### config.mk
export PLATFORM = sky130hd
export DESIGN_NAME = composite_ecc_rx_pipe
export DESIGN_NICKNAME = d
export VERILOG_FILES = /design/src/rtl/composite_ecc_pkg.sv /design/src/rtl/composite_ecc_sat_counter.sv /design/src/rtl/composite_ecc_rx_pipe.sv
export SDC_FILE = /design/constraint.sdc
export NUM_CORES = 1
export LEC_CHECK = 0
export ABC_AREA = 1
export BUFFER_PORTS_ARGS = -buffer_cell sky130_fd_sc_hd__clkbuf_2
export CAP_MARGIN = 0
export CORE_ASPECT_RATIO = 1.2
export CORE_MARGIN = 2
export CORE_UTILIZATION = 44
export CTS_BUF_LIST = sky130_fd_sc_hd__clkbuf_4
export DETAILED_ROUTE_END_ITERATION = 16
export PLACE_DENSITY_LB_ADDON = 0.2
export SLEW_MARGIN = 0
export SYNTH_ARGS = -nofsm -noshare
export SYNTH_HDL_FRONTEND = slang
export SYNTH_SLANG_ARGS = --single-unit
### constraint.sdc
create_clock -name clk -period 1.6 [get_ports clk]
set_clock_uncertainty 0.15 [all_clocks]
set_input_delay 0.32 -clock clk [delete_from_list [all_inputs] [get_ports clk]]
set_output_delay 0.32 -clock clk [all_outputs]
set_load 0.01 [all_outputs]
### src/rtl/composite_ecc_pkg.sv
// composite_ecc_pkg: code geometry, data-bit positions, error classes,
// pipeline bundles and the data-extract helper for the SECDED receive pipe.
package composite_ecc_pkg;

    localparam int CODE_W = 13;
    localparam int SYN_W  = 4;
    localparam int DATA_W = 8;

    // 1-based Hamming positions of data bits d0..d7
    localparam int POS_D0 = 3;
    localparam int POS_D1 = 5;
    localparam int POS_D2 = 6;
    localparam int POS_D3 = 7;
    localparam int POS_D4 = 9;
    localparam int POS_D5 = 10;
    localparam int POS_D6 = 11;
    localparam int POS_D7 = 12;

    typedef enum logic [1:0] {
        CLEAN,
        SINGLE,
        DOUBLE
    } err_class_e;

    typedef struct packed {
        logic [CODE_W-1:0] code;
        logic [SYN_W-1:0]  syn;
        logic              ov;
        logic              par;
    } s1_t;

    typedef struct packed {
        logic [DATA_W-1:0] data;
        logic [SYN_W-1:0]  syn;
        logic              single;
        logic              dbl;
        logic              perr;
    } s2_t;

    function automatic logic [DATA_W-1:0] extract_data(
        input logic [CODE_W-1:0] code
    );
        return {code[POS_D7-1], code[POS_D6-1],
                code[POS_D5-1], code[POS_D4-1],
                code[POS_D3-1], code[POS_D2-1],
                code[POS_D1-1], code[POS_D0-1]};
    endfunction

endpackage

### src/rtl/composite_ecc_sat_counter.sv
// composite_ecc_sat_counter: up-counter that sticks at all-ones.
// Ports: clk, rst_n (async, active low), inc, clr (wins over inc), count.
module composite_ecc_sat_counter #(
    parameter int WIDTH = 16
) (
    input  logic             clk,
    input  logic             rst_n,
    input  logic             inc,
    input  logic             clr,
    output logic [WIDTH-1:0] count
);

    logic [WIDTH-1:0] count_q;
    logic [WIDTH-1:0] count_d;

    always_comb begin
        count_d = count_q;
        if (clr) begin
            count_d = '0;
        end else if (inc && (count_q != '1)) begin
            count_d = count_q + WIDTH'(1);
        end
    end

    always_ff @(posedge clk or negedge rst_n) begin
        if (!rst_n) begin
            count_q <= '0;
        end else begin
            count_q <= count_d;
        end
    end

    assign count = count_q;

endmodule

### src/rtl/composite_ecc_rx_pipe.sv
// composite_ecc_rx_pipe: 2-stage valid/ready SECDED(13,8) decoder with
// on-chip parity check and saturating error counters.
// Ports: in_valid/in_ready/in_code/in_parity in; out_valid/out_ready,
// out_data, out_single, out_double, out_parity_err, out_syndrome out;
// cnt_clear, cnt_corrected, cnt_uncorrectable; err_log_valid/err_log_code.
// Define COMPOSITE_ECC_ERR_LOG_EN to capture the first uncorrectable word.
module composite_ecc_rx_pipe #(
    parameter int DATA_WIDTH = 8,
    parameter int CNT_WIDTH  = 16
) (
    input  logic                  clk,
    input  logic                  rst_n,
    input  logic                  in_valid,
    output logic                  in_ready,
    input  logic [12:0]           in_code,
    input  logic                  in_parity,
    output logic                  out_valid,
    input  logic                  out_ready,
    output logic [DATA_WIDTH-1:0] out_data,
    output logic                  out_single,
    output logic                  out_double,
    output logic                  out_parity_err,
    output logic [3:0]            out_syndrome,
    input  logic                  cnt_clear,
    output logic [CNT_WIDTH-1:0]  cnt_corrected,
    output logic [CNT_WIDTH-1:0]  cnt_uncorrectable,
    output logic                  err_log_valid,
    output logic [12:0]           err_log_code
);

    import composite_ecc_pkg::*;

    if (DATA_WIDTH != 8) begin : g_width_chk
        $error("composite_ecc_rx_pipe: only DATA_WIDTH=8 is supported");
    end

    s1_t        s1_d, s1_q;
    s2_t        s2_d, s2_q;
    logic       s1_valid_q, s2_valid_q;
    logic       s1_ready, s2_ready, out_hs;
    err_class_e cls;
    logic [CODE_W-1:0] fixed;
    logic       syn_hit;

    assign s2_ready = !s2_valid_q || out_ready;
    assign s1_ready = !s1_valid_q || s2_ready;
    assign in_ready = s1_ready;
    assign out_hs   = s2_valid_q && out_ready;

    // syndrome bit k is the XOR over positions whose index has bit k set
    always_comb begin
        s1_d.code   = in_code;
        s1_d.par    = in_parity;
        s1_d.ov     = ^in_code;
        s1_d.syn[0] = in_code[0] ^ in_code[2] ^ in_code[4]
                    ^ in_code[6] ^ in_code[8] ^ in_code[10];
        s1_d.syn[1] = in_code[1] ^ in_code[2] ^ in_code[5]
                    ^ in_code[6] ^ in_code[9] ^ in_code[10];
        s1_d.syn[2] = in_code[3] ^ in_code[4] ^ in_code[5]
                    ^ in_code[6] ^ in_code[11];
        s1_d.syn[3] = in_code[7] ^ in_code[8] ^ in_code[9]
                    ^ in_code[10] ^ in_code[11];
    end

    always_ff @(posedge clk or negedge rst_n) begin
        if (!rst_n) begin
            s1_valid_q <= 1'b0;
            s1_q       <= '0;
        end else if (s1_ready) begin
            s1_valid_q <= in_valid;
            if (in_valid) begin
                s1_q <= s1_d;
            end
        end
    end

    always_comb begin
        syn_hit = (s1_q.syn != '0) && (s1_q.syn <= SYN_W'(12));
        cls     = DOUBLE;
        fixed   = s1_q.code;
        unique case (1'b1)
            (s1_q.syn == '0) && !s1_q.ov: cls = CLEAN;
            // only the overall parity bit flipped: data untouched
            (s1_q.syn == '0) && s1_q.ov:  cls = SINGLE;
            syn_hit && s1_q.ov: begin
                cls   = SINGLE;
                fixed = s1_q.code
                      ^ (CODE_W'(1) << (s1_q.syn - SYN_W'(1)));
            end
            default: cls = DOUBLE;
        endcase
        s2_d.data   = extract_data(fixed);
        s2_d.syn    = s1_q.syn;
        s2_d.single = (cls == SINGLE);
        s2_d.dbl    = (cls == DOUBLE);
        s2_d.perr   = (^s2_d.data) ^ s1_q.par;
    end

    always_ff @(posedge clk or negedge rst_n) begin
        if (!rst_n) begin
            s2_valid_q <= 1'b0;
            s2_q       <= '0;
        end else if (s2_ready) begin
            s2_valid_q <= s1_valid_q;
            if (s1_valid_q) begin
                s2_q <= s2_d;
            end
        end
    end

    assign out_valid      = s2_valid_q;
    assign out_data       = s2_q.data;
    assign out_single     = s2_q.single;
    assign out_double     = s2_q.dbl;
    assign out_parity_err = s2_q.perr;
    assign out_syndrome   = s2_q.syn;

    composite_ecc_sat_counter #(
        .WIDTH (CNT_WIDTH)
    ) u_cnt_corr (
        .clk   (clk),
        .rst_n (rst_n),
        .inc   (out_hs && s2_q.single),
        .clr   (cnt_clear),
        .count (cnt_corrected)
    );

    composite_ecc_sat_counter #(
        .WIDTH (CNT_WIDTH)
    ) u_cnt_unc (
        .clk   (clk),
        .rst_n (rst_n),
        .inc   (out_hs && (s2_q.dbl || s2_q.perr)),
        .clr   (cnt_clear),
        .count (cnt_uncorrectable)
    );

`ifdef COMPOSITE_ECC_ERR_LOG_EN
    logic [CODE_W-1:0] s2_code_q;
    logic [CODE_W-1:0] log_code_q;
    logic              log_valid_q;

    always_ff @(posedge clk or negedge rst_n) begin
        if (!rst_n) begin
            s2_code_q <= '0;
        end else if (s2_ready && s1_valid_q) begin
            s2_code_q <= s1_q.code;
        end
    end

    // first uncorrectable word sticks until cleared
    always_ff @(posedge clk or negedge rst_n) begin
        if (!rst_n) begin
            log_valid_q <= 1'b0;
            log_code_q  <= '0;
        end else if (cnt_clear) begin
            log_valid_q <= 1'b0;
            log_code_q  <= '0;
        end else if (out_hs && s2_q.dbl && !log_valid_q) begin
            log_valid_q <= 1'b1;
            log_code_q  <= s2_code_q;
        end
    end

    assign err_log_valid = log_valid_q;
    assign err_log_code  = log_code_q;
`else
    assign err_log_valid = 1'b0;
    assign err_log_code  = '0;
`endif

endmodule
== Word level (Yosys, flattened, before mapping) ==
Index checks and enable logic that the tools add are counted.

* Bits of input ports: 19
* Register bits after elaboration: 67

* Equality and inequality tests: 4
* Muxes and demuxes: 6
* Magnitude comparators: 1
* Shift-type cells: 1
* Reduce and logical (&&, ||, !) cells: 24
* Add/subtract/negate cells: 3
* Bitwise operators: 20

{| class="wikitable"
|+ Operators by type and width
! kind !! count
|-
| 16-bit two-way mux || 4
|-
| 16-bit by 1-bit adder with 16-bit output (second input constant) || 2
|-
| 16-bit != test (second input constant) || 2
|-
| 1-bit XOR || 19
|-
| 13-bit parity || 1
|-
| 12-bit two-way mux || 1
|-
| 1-bit by 4-bit << shifter with 12-bit output (first input constant) || 1
|-
| 12-bit XOR || 1
|-
| 1-bit logical AND || 9
|-
| 8-bit parity || 1
|-
| 4-bit less-or-equal comparator (second input constant) || 1
|-
| 4-bit logical NOT || 1
|-
| 2-bit case mux with 2 select lines || 1
|-
| 2-bit AND reduction || 2
|-
| 2-bit nonzero test || 2
|-
| 4-bit nonzero test || 1
|-
| 4-bit by 1-bit subtractor with 4-bit output (second input constant) || 1
|-
| 1-bit logical NOT || 3
|-
| 1-bit logical OR || 3
|-
| 2-bit by 1-bit equality test with 1-bit output (second input constant) || 1
|-
| 2-bit equality test (second input constant) || 1
|-
| 2-bit OR reduction || 1
|}

== Depth between registers and ports, before layout ==
Gate-level depths: netlist (run 1).

* Depth after elaboration: 6
* Mapped depth: 15
* Gate-level depth less buffers: 15

== Modules after synthesis ==
From an unflattened synthesis (run 1), not the netlist that was laid out.

* Cells, all modules: 554
* Area total of the unflattened synthesis: 4026.4 um^2

{| class="wikitable"
|+ Modules (own cells, without submodules)
! module !! cells each !! area an instance (um^2) !! sequential area each (um^2) !! times used
|-
| composite_ecc_sat_counter || 144 || 1037.2 || 400.4 || 2
|-
| composite_ecc_rx_pipe || 266 || 1951.9 || 775.7 || 1
|}

== Least setup slack after synthesis (run 1) ==
No wires, ideal clock.

* Kind: flip-flop to flip-flop
* Start: register u_cnt_unc.count_q[0] (netlist: u_cnt_unc.count[0])
* End: register u_cnt_unc.count_q[5] (netlist: u_cnt_unc.count[5])
* Path buffers: 0
* Clock period less this slack: 1809 ps
* Setup slack: -209 ps
* Library setup time: 118 ps
* Stages on the path, launching flop included: 9
* Required time: 1332 ps
* Arrival: 1541 ps
* Cell sequence: dfrtp_1 ha_1 nand2_1 nor4_4 a21oi_2 nand2_1 nor2_1 a21oi_1 nor2_1

* Word-level cells in the longest chain between the ends: 3
* Elaborated cells between the ends (all ways): 6

{| class="wikitable"
|+ RTL lines
! item !! RTL line !! RTL
|-
| start, declared || composite_ecc_sat_counter.sv:13 || <nowiki>logic [WIDTH-1:0] count_q;</nowiki>
|-
| start signal, assigned || composite_ecc_sat_counter.sv:29 || <nowiki>count_q <= count_d;</nowiki>
|-
| 16-bit by 1-bit adder with 16-bit output or 16-bit != test (tied branches) || composite_ecc_sat_counter.sv:21, composite_ecc_sat_counter.sv:20 ||
|-
| 16-bit two-way mux or 1-bit logical AND (tied branches) || composite_ecc_sat_counter.sv:20 || <nowiki>end else if (inc && (count_q != '1)) begin</nowiki>
|-
| 16-bit two-way mux or 2-bit nonzero test (tied branches) || - ||
|}

Parallel ways exist; a longest one is shown, timed or not. The select of a mux whose other input is x is not followed.
A chain may end at the register's enable or synchronous reset.

== Final worst setup path (run 1) ==
* Start: register u_cnt_corr.count_q[1] (netlist: u_cnt_corr.count[1])
* End: register u_cnt_corr.count_q[14] (netlist: u_cnt_corr.count[14])

* Word-level cells in the longest chain between the ends: 3
* Elaborated cells between the ends (all ways): 6

{| class="wikitable"
|+ RTL lines
! item !! RTL line
|-
| start, declared || composite_ecc_sat_counter.sv:13
|-
| start signal, assigned || composite_ecc_sat_counter.sv:29
|-
| 16-bit by 1-bit adder with 16-bit output or 16-bit != test (tied branches) || composite_ecc_sat_counter.sv:21, composite_ecc_sat_counter.sv:20
|-
| 16-bit two-way mux or 1-bit logical AND (tied branches) || composite_ecc_sat_counter.sv:20
|-
| 16-bit two-way mux or 2-bit nonzero test (tied branches) || -
|}

Parallel ways exist; a longest one is shown, timed or not. The select of a mux whose other input is x is not followed.

==> results.toml, run 1 <==
[layout]
antenna_cells = 0
area_growth_pct = 60.90
num-fill-cells = 589
nets = 693
drive_gt1_share_pct = 46.97
fin_cells = 791

[sta]
setup_ws_ns = -0.3052
fin_crit_sh_pct = 119.1
setup_violations = 40
finalCriticalPeriod_ns = 1.905
setup_tns_ns = -5.577
drv_slew = 0
timing.fmax_ghz = 0.5249
rsz0062_at_grt = "yes"
hold_slack_ns = 0.01228
hold_viol = 0

[critical_path]
crit_type = "reg2reg"
cp-end-kind = "flop"
crit_arrival_ns = 2.10
crit_required_ns = 1.79
ff2ff_setup_slack_ns = -0.31
cp_max_fo = 4
startpoint_type = "flop"

[floorplan]
die_w_um = 87.74
design.core.area_sq_mm = 0.008153
io-pin-count = 82
fp-row-count = 36
die_height_um = 104.5
die_area_sq_mm = 0.009167
initial_utilization_pct = 45.41

[pwr]
p_clk_share_pct = 25.2
power_frac_seq_pct = 36.2
p_int_w = 0.003607
swShare_pct = 36.36
combPwrFrac_pct = 38.5
power.leakage_nw = 2.887
p_sw_w = 0.002061
ir_drop_v = 0.0005279
power_density_mw_per_mm2 = 951.6

[drt]
dr.pass1.iters = 5
drtIter0Drc = 177
routed_wl_um = 11690
ant_nets = 0
vias_per_cell = 5.095
wl_per_cell_um = 14.78
drcViolationCount = 0
vias = 4030

[yosys]
ys.warnings.count = 0
ys_top_cells_by_count = "nand2_1, dfrtp_1, inv_1"
synth_top_area_share_pct = 42.58
ys_types = 34
syn_area_sq_mm = 0.003702
synth_edf_count = 0
synth-compound-area-share_pct = 11.36
synth-xor-area-share_pct = 7.300
synth_most_common_cell = "nand2_1"
muxShareOfSynthArea_pct = 0
ys_ff_latch = 63
avgSynthCellArea_sq_um = 7.587
synth_fa_ha_area_share_pct = 0.6759
ys.flop_type = "dfrtp_1"
synth_cells = 488
synth_top_family_by_area = "simple AND/OR/NAND/NOR gates"
synth-async-reset-ratio_pct = 100.0
synth_area_leaders = "dfrtp_1, nand2_1, o21ai_0, inv_1, xor2_1"
synth-simple-area-share_pct = 28.15
seq_area_frac_synth_pct = 42.58
yosys.area.top_type = "dfrtp_1"

[clocking]
clock_path_buffers = 2
clk_pin_slew_ns = 0.11
cts-root-buf = "clkbuf_4"
tritoncts = "built"
cts_buffers = 9
clkLatencyLatePin_ns = 0.45
cts_sinks = 63
htree_levels = 3

[grt]
grt_max_degree = 64
globalRouteOverflowTotal = 0
grt_pass1_wl_um = 16520
grt_util_all_layers_pct = 22.93
grt_pass1_vias = 3736
antenna_found_initial = 0

[placed_design]
dp_hpwl_um = 7055
place_inst = 744
port_buffers = 67
gp_congestion = 0.8384

[run_status]
violations = "setup timing"
status = "finished with violations"

[flow_run]
maxCapViolCount = 0

[worst_hold_path]
worstHoldPathType = "in2reg"
[per-stage QoR]
step | utilization [%] | setup WS (ns) | power, W | instance area [sq um]
CTS | 65.36 | -0.2101 | 0.005330 | 5329
floorplan | - | -0.1531 | 0.002950 | 3786
detailed placement | 58.75 | -0.2597 | 0.003744 | 4790
global route | 73.07 | -0.3881 | 0.005974 | 5957
global placement | 58.75 | -0.1725 | 0.003696 | 4790
finish | 73.07 | -0.3052 | 0.005669 | 5957
[final timing paths]
kind                                     startpoint                   end  depth (start not counted)
worst max-delay path            u_cnt_corr.count[1]  u_cnt_corr.count[14]                         11
worst min-delay path                     in_code[2]               s1_q[8]                          3
worst max register to register  u_cnt_corr.count[1]  u_cnt_corr.count[14]                         11
worst min register to register          out_data[3]           out_data[3]                          2
max in group asynchronous                     rst_n           out_data[1]                          3
min in group asynchronous                     rst_n    u_cnt_unc.count[4]                          3
[critical path, stage by stage (launching register included)]
cell	delay, ns
dfrtp_1	0.41
ha_2	0.20
nand3_2	0.06
nor2_1	0.04
nand3_1	0.12
nand2_4	0.11
nor2_4	0.17
nand2_4	0.09
nor2_4	0.17
nand2_2	0.09
o21ai_2	0.14
a21oi_1	0.06
[area by class of cell]
type | instances | area [sq um] | share of cell area, %
clock buffer | 9 | 67.56 | 1.134
clock inverter | 7 | 111.4 | 1.869
inverter | 59 | 226.5 | 3.802
multi-input combinational | 358 | 2297 | 38.56
sequential | 63 | 1583 | 26.57
tap | 114 | 142.6 | 2.394
timing repair buffer | 181 | 1529 | 25.67
[placed cells by master, fill, tap and decap left out, drive strengths merged]
cell         Yosys  final
a31oi            2      2
a21oi           18     18
nor2            44     45
xnor2           11     11
or2              1      1
o21a             1      1
buf             15    133
bufinv           0      3
nand2          135    135
inv             59     59
conb             1     14
nor3             9      9
a211oi           3      3
a22o             1      1
nor3b            1      1
nand3           33     33
o31ai            6      6
nor4             2      2
xor2            19     19
dlygate4sd3      0      4
clkbuf           7     53
clkinv           0      3
clkinvlp         0      1
dfrtp           63     63
ha               2      2
nand4            9      9
o21ai           46     46
[power groups by stage]
stage	clock network [W]	logic, W	registers, W
after global routing	0.00151	0.00238	0.00208
after detailed placement	0	0.00170	0.00205
final	0.00143	0.00218	0.00205
after CTS	0.00143	0.00186	0.00204
after floorplan	0	0.000834	0.00212
after global placement	0	0.00166	0.00204
[state kept, by name, indices dropped and copies added (netlist names)]
signal            count
out_double            1
out_parity_err        1
out_data              8
out_syndrome          4
u_cnt_corr.count     16
s1_valid_q            1
out_single            1
s1_q                 14
u_cnt_unc.count      16
out_valid             1
[kinds of logic (layout without fill, tap and decap cells)]
logic type	after synthesis	after routing
AND/OR/NAND/NOR	234	235
buffers and inverters	81	256
AO/OA/AOI/OAI	77	77
flip-flops	63	63
XOR/XNOR	30	30
adder cells (fa/ha/maj)	2	2
other	1	14
[per-layer routing]
layer  track usage, %  vias up  routed length [um]
li1                 -     1928                   -
met1            25.06     1899                4336
met2            40.48      158                6326
met3            4.286       45                 517
met4            12.64        0                 508
met5                0        -                   0
[timing repair]
item / in CTS / in global routing
gates resized for setup: 75 / 153
cloned: 1 / 1
endpoints found under the hold margin: 66 / 0
pin swaps: 32 / 35
buffers inserted: 11 / 22
setup endpoints to repair: 49 / 67
hold buffers: 4 / 0
(Power assumes the default switching activity.)
==> inputs of run 2 (changes only) <==
--- a/config.mk
+++ b/config.mk
@@ -13,8 +13,10 @@
 export CORE_UTILIZATION = 44
 export CTS_BUF_LIST = sky130_fd_sc_hd__clkbuf_4
 export DETAILED_ROUTE_END_ITERATION = 16
+export HOLD_SLACK_MARGIN = 0.08
 export PLACE_DENSITY_LB_ADDON = 0.2
 export SLEW_MARGIN = 0
 export SYNTH_ARGS = -nofsm -noshare
 export SYNTH_HDL_FRONTEND = slang
+export SYNTH_HIERARCHICAL = 1
 export SYNTH_SLANG_ARGS = --single-unit
==> run 2 against run 1 <==
The run still ends with setup timing left. Combinational power is 4% higher. Via count grew 7.3%. Global-route usage is 0.15 points higher. Sequential share of layout area decreased by 1.0 points. Worst setup slack improved by 0.044 ns. Critical endpoint is now out_parity_err. Largest power group unchanged.
==> results.toml, run 2 <==
[run_status]
status = "finished with violations"
violations = "setup timing"

[layout]
layout_commonest_cell = "nand2_1"
drive_gt1_share_pct = 42.13
final_cell_mix = "nand2_1, buf_4, buf_6"
fin_cells = 882
multiInputGateArea_sq_mm = 0.002385
nets = 779
num-fill-cells = 721
antenna_cells = 0
area_growth_pct = 54.85
seq_area_sq_mm = 0.001592
fin_util_pct = 69.38

[grt]
grt_pass1_vias = 4042
globalRouteOverflowTotal = 0
antenna_found_initial = 0
grt_pass1_wl_um = 18170
grt_max_degree = 64
grt_util_all_layers_pct = 23.08

[floorplan]
die_w_um = 91.33
die_area_sq_mm = 0.009935
fp-row-count = 38
die_height_um = 108.8
initial_utilization_pct = 44.81
io-pin-count = 82
design.core.area_sq_mm = 0.008986

[worst_hold_path]
holdPathEnd = "out_valid"
hold_start = "out_ready"
worstHoldPathType = "in2reg"
worst_hold_path.num_cells = 4

[sta]
drv_slew = 0
hold_viol = 0
setup_ws_ns = -0.2615
setup_tns_ns = -1.514
fin_crit_sh_pct = 116.3
setup_violations = 33
finalCriticalPeriod_ns = 1.862
rsz0062_at_grt = "yes"
timing.fmax_ghz = 0.5372

[critical_path]
ff2ff_setup_slack_ns = -0.26
crit_required_ns = 1.79
regToRegEndpoint = "out_parity_err"
reg2reg_depth = 14
crit_type = "reg2reg"
startpoint_type = "flop"
cp_max_fo = 5
crit_arrival_ns = 2.06
reg2reg_from = "s1_q[5]"
cp-end-kind = "flop"

[placed_design]
dp_hpwl_um = 7651
port_buffers = 67
gp_congestion = 0.8233
place_inst = 810

[clocking]
cts-root-buf = "clkbuf_4"
cts_sinks = 63
clkLatencyLatePin_ns = 0.45
clock_path_buffers = 2
tritoncts = "built"
cts_buffers = 9
clk_pin_slew_ns = 0.11
htree_levels = 3

[yosys]
ys.warnings.count = 6
ys_types = 33
yosys.area.top_type = "dfrtp_1"
ys_ff_latch = 63
avgSynthCellArea_sq_um = 7.268
synth-async-reset-ratio_pct = 100.0
synth_edf_count = 0
seq_area_frac_synth_pct = 39.15
synth_top_area_share_pct = 39.15
ys_top_cells_by_count = "nand2_1, dfrtp_1, inv_1"
synth_area_leaders = "dfrtp_1, nand2_1, inv_1, nand3_1, o21ai_0"
ys.flop_type = "dfrtp_1"
syn_area_sq_mm = 0.004026
synth_most_common_cell = "nand2_1"
synth_cells = 554

[pwr]
power.leakage_nw = 3.242
ir_drop_v = 0.0004547
power_density_mw_per_mm2 = 898.4

[flow_run]
maxCapViolCount = 0

[drt]
dr.pass1.iters = 4
vias = 4323
drtIter0Drc = 213
wl_per_cell_um = 13.21
drcViolationCount = 0
ant_nets = 0
vias_per_cell = 4.901
routed_wl_um = 11650
[run 2: cell types whose count changed in the layout (fill, tap and decap cells not counted), sizes merged, moves of 7 or more]
cell | previous run | this run
a21oi | 18 | 2
buf | 133 | 154
dlygate4sd3 | 4 | 11
nand2 | 135 | 201
nand3 | 33 | 41
nand4 | 9 | 22
[run 2: layer usage]
layer  track usage (%)  share of wire (%)  up-vias
met2             42.43                 56      126
met4             9.632                2.2        0
met5                 0                  0        -
met3             5.252                4.8       30
met1             25.74                 37     2012
li1                  -                  -     2155
[run 2: cell families (layout without fill, tap and decap cells)]
family	Yosys count	in the layout	synth area share, %
buffers and inverters	85	280	10.75
xor gates and xnor gates	34	34	7.396
and+or+nand+nor	320	320	34.99
AOI/OAI and AO/OA	49	49	6.992
adders and majority gates	2	2	0.6214
DFF	63	63	39.15
other	1	14	0.09314
[run 2: stage by stage]
stage               power, W  hold WS, ns  worst slack (ns)  cell area, sq um
CTS                 0.005306      0.08661           -0.2386              5582
detailed placement  0.003843       0.2170           -0.4152              5000
finish              0.005601      0.06496           -0.2615              6235
global placement    0.003797       0.2167           -0.3250              5000
floorplan           0.003091      -0.1256          -0.06084              4098
global route        0.006020       0.1023           -0.4490              6235
[run 2: how the worst max path moves through the flow]
| stage | end | cells after the start | slack, ns | startpoint |
|---|---|---|---|---|
| floorplan | u_cnt_corr/count[7] | 10 | -0.06 | u_cnt_corr/count[0] |
| global placement | u_cnt_corr/count[2] | 8 | -0.33 | u_cnt_corr/count[1] |
| detailed placement | u_cnt_corr/count[2] | 8 | -0.42 | u_cnt_corr/count[1] |
| CTS | out_parity_err | 14 | -0.24 | s1_q[5] |
| global route | out_parity_err | 14 | -0.45 | s1_q[2] |
| finish | out_parity_err | 14 | -0.26 | s1_q[5] |
[run 2: layout make-up]
type                    count  area share [%]
multi-input cells         419           38.25
repair buffers            204           27.23
flip-flops and latches     63           25.53
inverters                  59           3.833
well taps                 120           2.408
clock inverters             6           1.224
clock buffers               9           1.084
repair inverters            2          0.4415
[run 2: report_power, final]
group          internal, W  switching [W]
Sequential         0.00184       0.000263
Combinational      0.00107        0.00120
Clock             0.000607       0.000619
Total              0.00352        0.00208
[run 2: critical path: stages (launching register included)]
cell and delay, ns:
dfrtp_2 0.47, buf_6 0.13, nand3_1 0.10, nor2_1 0.13, nand2_1 0.07, nand2_2 0.10, inv_1 0.06, nand3_1 0.09
nand2_1 0.06, nand2_1 0.08, nand3_2 0.09, nand2_2 0.07, nand2_1 0.04, nand3_1 0.06, nand2_1 0.05
[run 2: timing repair]
action,4_1_cts,5_1_grt
hold buffers,12,0
endpoints found under the setup margin,51,75
pin swaps,16,31
cloned,3,0
endpoints found under the hold margin,75,0
buffers inserted,19,28
resized for setup,59,146
==> inputs of run 3 (changes only) <==
--- a/config.mk
+++ b/config.mk
@@ -14,9 +14,8 @@
 export CTS_BUF_LIST = sky130_fd_sc_hd__clkbuf_4
 export DETAILED_ROUTE_END_ITERATION = 16
 export HOLD_SLACK_MARGIN = 0.08
-export PLACE_DENSITY_LB_ADDON = 0.2
+export PLACE_DENSITY = 0.76
 export SLEW_MARGIN = 0
 export SYNTH_ARGS = -nofsm -noshare
 export SYNTH_HDL_FRONTEND = slang
-export SYNTH_HIERARCHICAL = 1
 export SYNTH_SLANG_ARGS = --single-unit
==> run 3 against run 2 <==
The run still ends with setup timing left. Sequential share of layout area grew 1.1 points. Power shrank 2.2%. Die area shrank 7.7%. Wire length grew 4.5%. Clock power shrank 23%. Global-route usage grew 0.35 points. Highest routed layer unchanged. Final cell count shrank 9.4%. Combinational power grew 7%. First-iteration DRC count shrank 1.9%. Register-to-register slack lost 0.095 ns. Sequential power is essentially flat. Clock-buffer cell count is the same.
==> results.toml, run 3 (same netlist as run 1, synthesis figures left out) <==
[grt]
globalRouteOverflowTotal = 0
grt_max_degree = 64
grt_pass1_wl_um = 17210
grt_pass1_vias = 3906
grt_util_all_layers_pct = 23.43
antenna_found_initial = 0

[drt]
ant_nets = 0
vias = 4130
drtIter0Drc = 209
routed_wl_um = 12170
drcViolationCount = 0
vias_per_cell = 5.169
wl_per_cell_um = 15.24
dr.pass1.iters = 5

[floorplan]
die_height_um = 104.5
die_w_um = 87.74
die_area_sq_mm = 0.009167
fp-row-count = 36
design.core.area_sq_mm = 0.008153
io-pin-count = 82
initial_utilization_pct = 45.41

[layout]
nets = 701
fin_util_pct = 73.16
antenna_cells = 0
drive_gt1_share_pct = 50.95
multiInputGateArea_sq_mm = 0.002410
area_growth_pct = 61.10
final_cell_mix = "nand2_1, buf_4, clkbuf_2"
seq_area_sq_mm = 0.001587
fin_area_sq_mm = 0.005964
num-fill-cells = 557
layout_commonest_cell = "nand2_1"

[sta]
hold_viol = 0
drv_slew = 0
setup_ws_ns = -0.3567
finalCriticalPeriod_ns = 1.957
timing.fmax_ghz = 0.5111
fin_crit_sh_pct = 122.3
worst_pin_slew_ns = 0.5398
relSlewSlack_pct = 63.63
setup_tns_ns = -6.517
rsz0062_at_grt = "yes"
setup_violations = 39

[critical_path]
cp_top_family = "simple AND/OR/NAND/NOR gates"
crit_type = "reg2reg"
regToRegEndpoint = "out_parity_err"
reg2reg_from = "s1_q[3]"
reg2reg_depth = 15
ff2ff_setup_slack_ns = -0.36
cp_max_fo = 5
slowest_delay_ns = 0.46
crit_arrival_ns = 2.12
crit_chain = "nor2_4 > nor2_4 > nor2_4 > buf_12 > nand2_4 > inv_2 > nand2_1 > nand2_1 > nand2_1 > nand2_1 > nand2_1 > nand2_1 > nand3_2 > nand3_2 > nand2_1"
crit_slowest_cell = "dfrtp_2"
cp-end-kind = "flop"
startpoint_type = "flop"
cpMostUsedCell = "nand2_1"
crit_required_ns = 1.76
cp_num_buf_inv = 2
startpoint = "s1_q[3]"

[clocking]
cts_sinks = 63
clk_pin_slew_ns = 0.12
htree_levels = 3
cts-root-buf = "clkbuf_4"
tritoncts = "built"
clkLatencyLatePin_ns = 0.41
clock_path_buffers = 2
cts_buffers = 9

[placed_design]
placed_cell_area_sq_mm = 0.004725
gp_congestion = 0.9213
dp_hpwl_um = 6965
pre_cts_slack_ns = -0.2527
port_buffers = 67

[worst_hold_path]
worstHoldPathType = "in2reg"
holdPathEnd = "s1_q[5]"
worst_hold_path.num_cells = 3
hold_start = "in_code[7]"

[pwr]
totalPowerFinal_w = 0.005478
ir_drop_v = 0.0005800
combPwrFrac_pct = 44.6
power_frac_seq_pct = 38.1
p_sw_w = 0.002225
power.leakage_nw = 2.871
p_int_w = 0.003253
swShare_pct = 40.61
p_clk_share_pct = 17.3
power_density_mw_per_mm2 = 918.4

[flow_run]
maxCapViolCount = 0

[run_status]
status = "finished with violations"
violations = "setup timing"
[run 3: power groups by stage]
stage          clock network, W  logic (W)  registers (W)
6_report               0.000950    0.00244        0.00209
2_1_floorplan                 0   0.000834        0.00212
5_1_grt                 0.00102    0.00263        0.00211
4_1_cts                0.000939    0.00207        0.00204
3_5_place_dp                  0    0.00164        0.00207
3_3_place_gp                  0    0.00159        0.00205
[run 3: through the flow]
stage	hold slack, ns	cells
2_1_floorplan	-0.1256	501
3_3_place_gp	0.2079	737
3_5_place_dp	0.2134	737
4_1_cts	0.09840	786
5_1_grt	0.1022	799
6_report	0.1054	799
[run 3: worst min-delay path, stage by stage]
cell and delay, ns:
clkbuf_2 0.10, xor2_1 0.07, o21ai_0 0.14
[run 3: worst max-delay path by stage]
stage | to | slack, ns | depth (start not counted)
after floorplan | u_cnt_corr.count[14] | -0.15 | 11
after global placement | out_parity_err | -0.17 | 14
after detailed placement | out_parity_err | -0.25 | 14
after CTS | out_parity_err | -0.24 | 12
after global routing | u_cnt_corr.count[12] | -0.48 | 6
final | out_parity_err | -0.36 | 15
[run 3: routing by layer]
layer  vias to the layer above  track usage (%)  wire length [um]
met4                         0            10.11               444
met3                        41            4.762               576
met2                       168            42.37              6730
li1                       1936                -                 -
met5                         -                0                 0
met1                      1985            25.70              4421
[run 3: cell type report]
type	instances	share of cell area [%]
clock buffer	9	1.133
clock inverter	7	0.6713
tap	114	2.391
timing repair inverter	1	0.1259
inverter	59	3.860
sequential	63	26.60
timing repair buffer	189	24.82
multi-input combinational	357	40.40
[run 3: repair_timing]
action,4_1_cts,5_1_grt
endpoints found under the hold margin,72,0
endpoints found under the setup margin,39,61
resized for setup,85,143
cloned,0,1
hold buffers,10,0
pin swaps,41,62
setup buffers,26,20
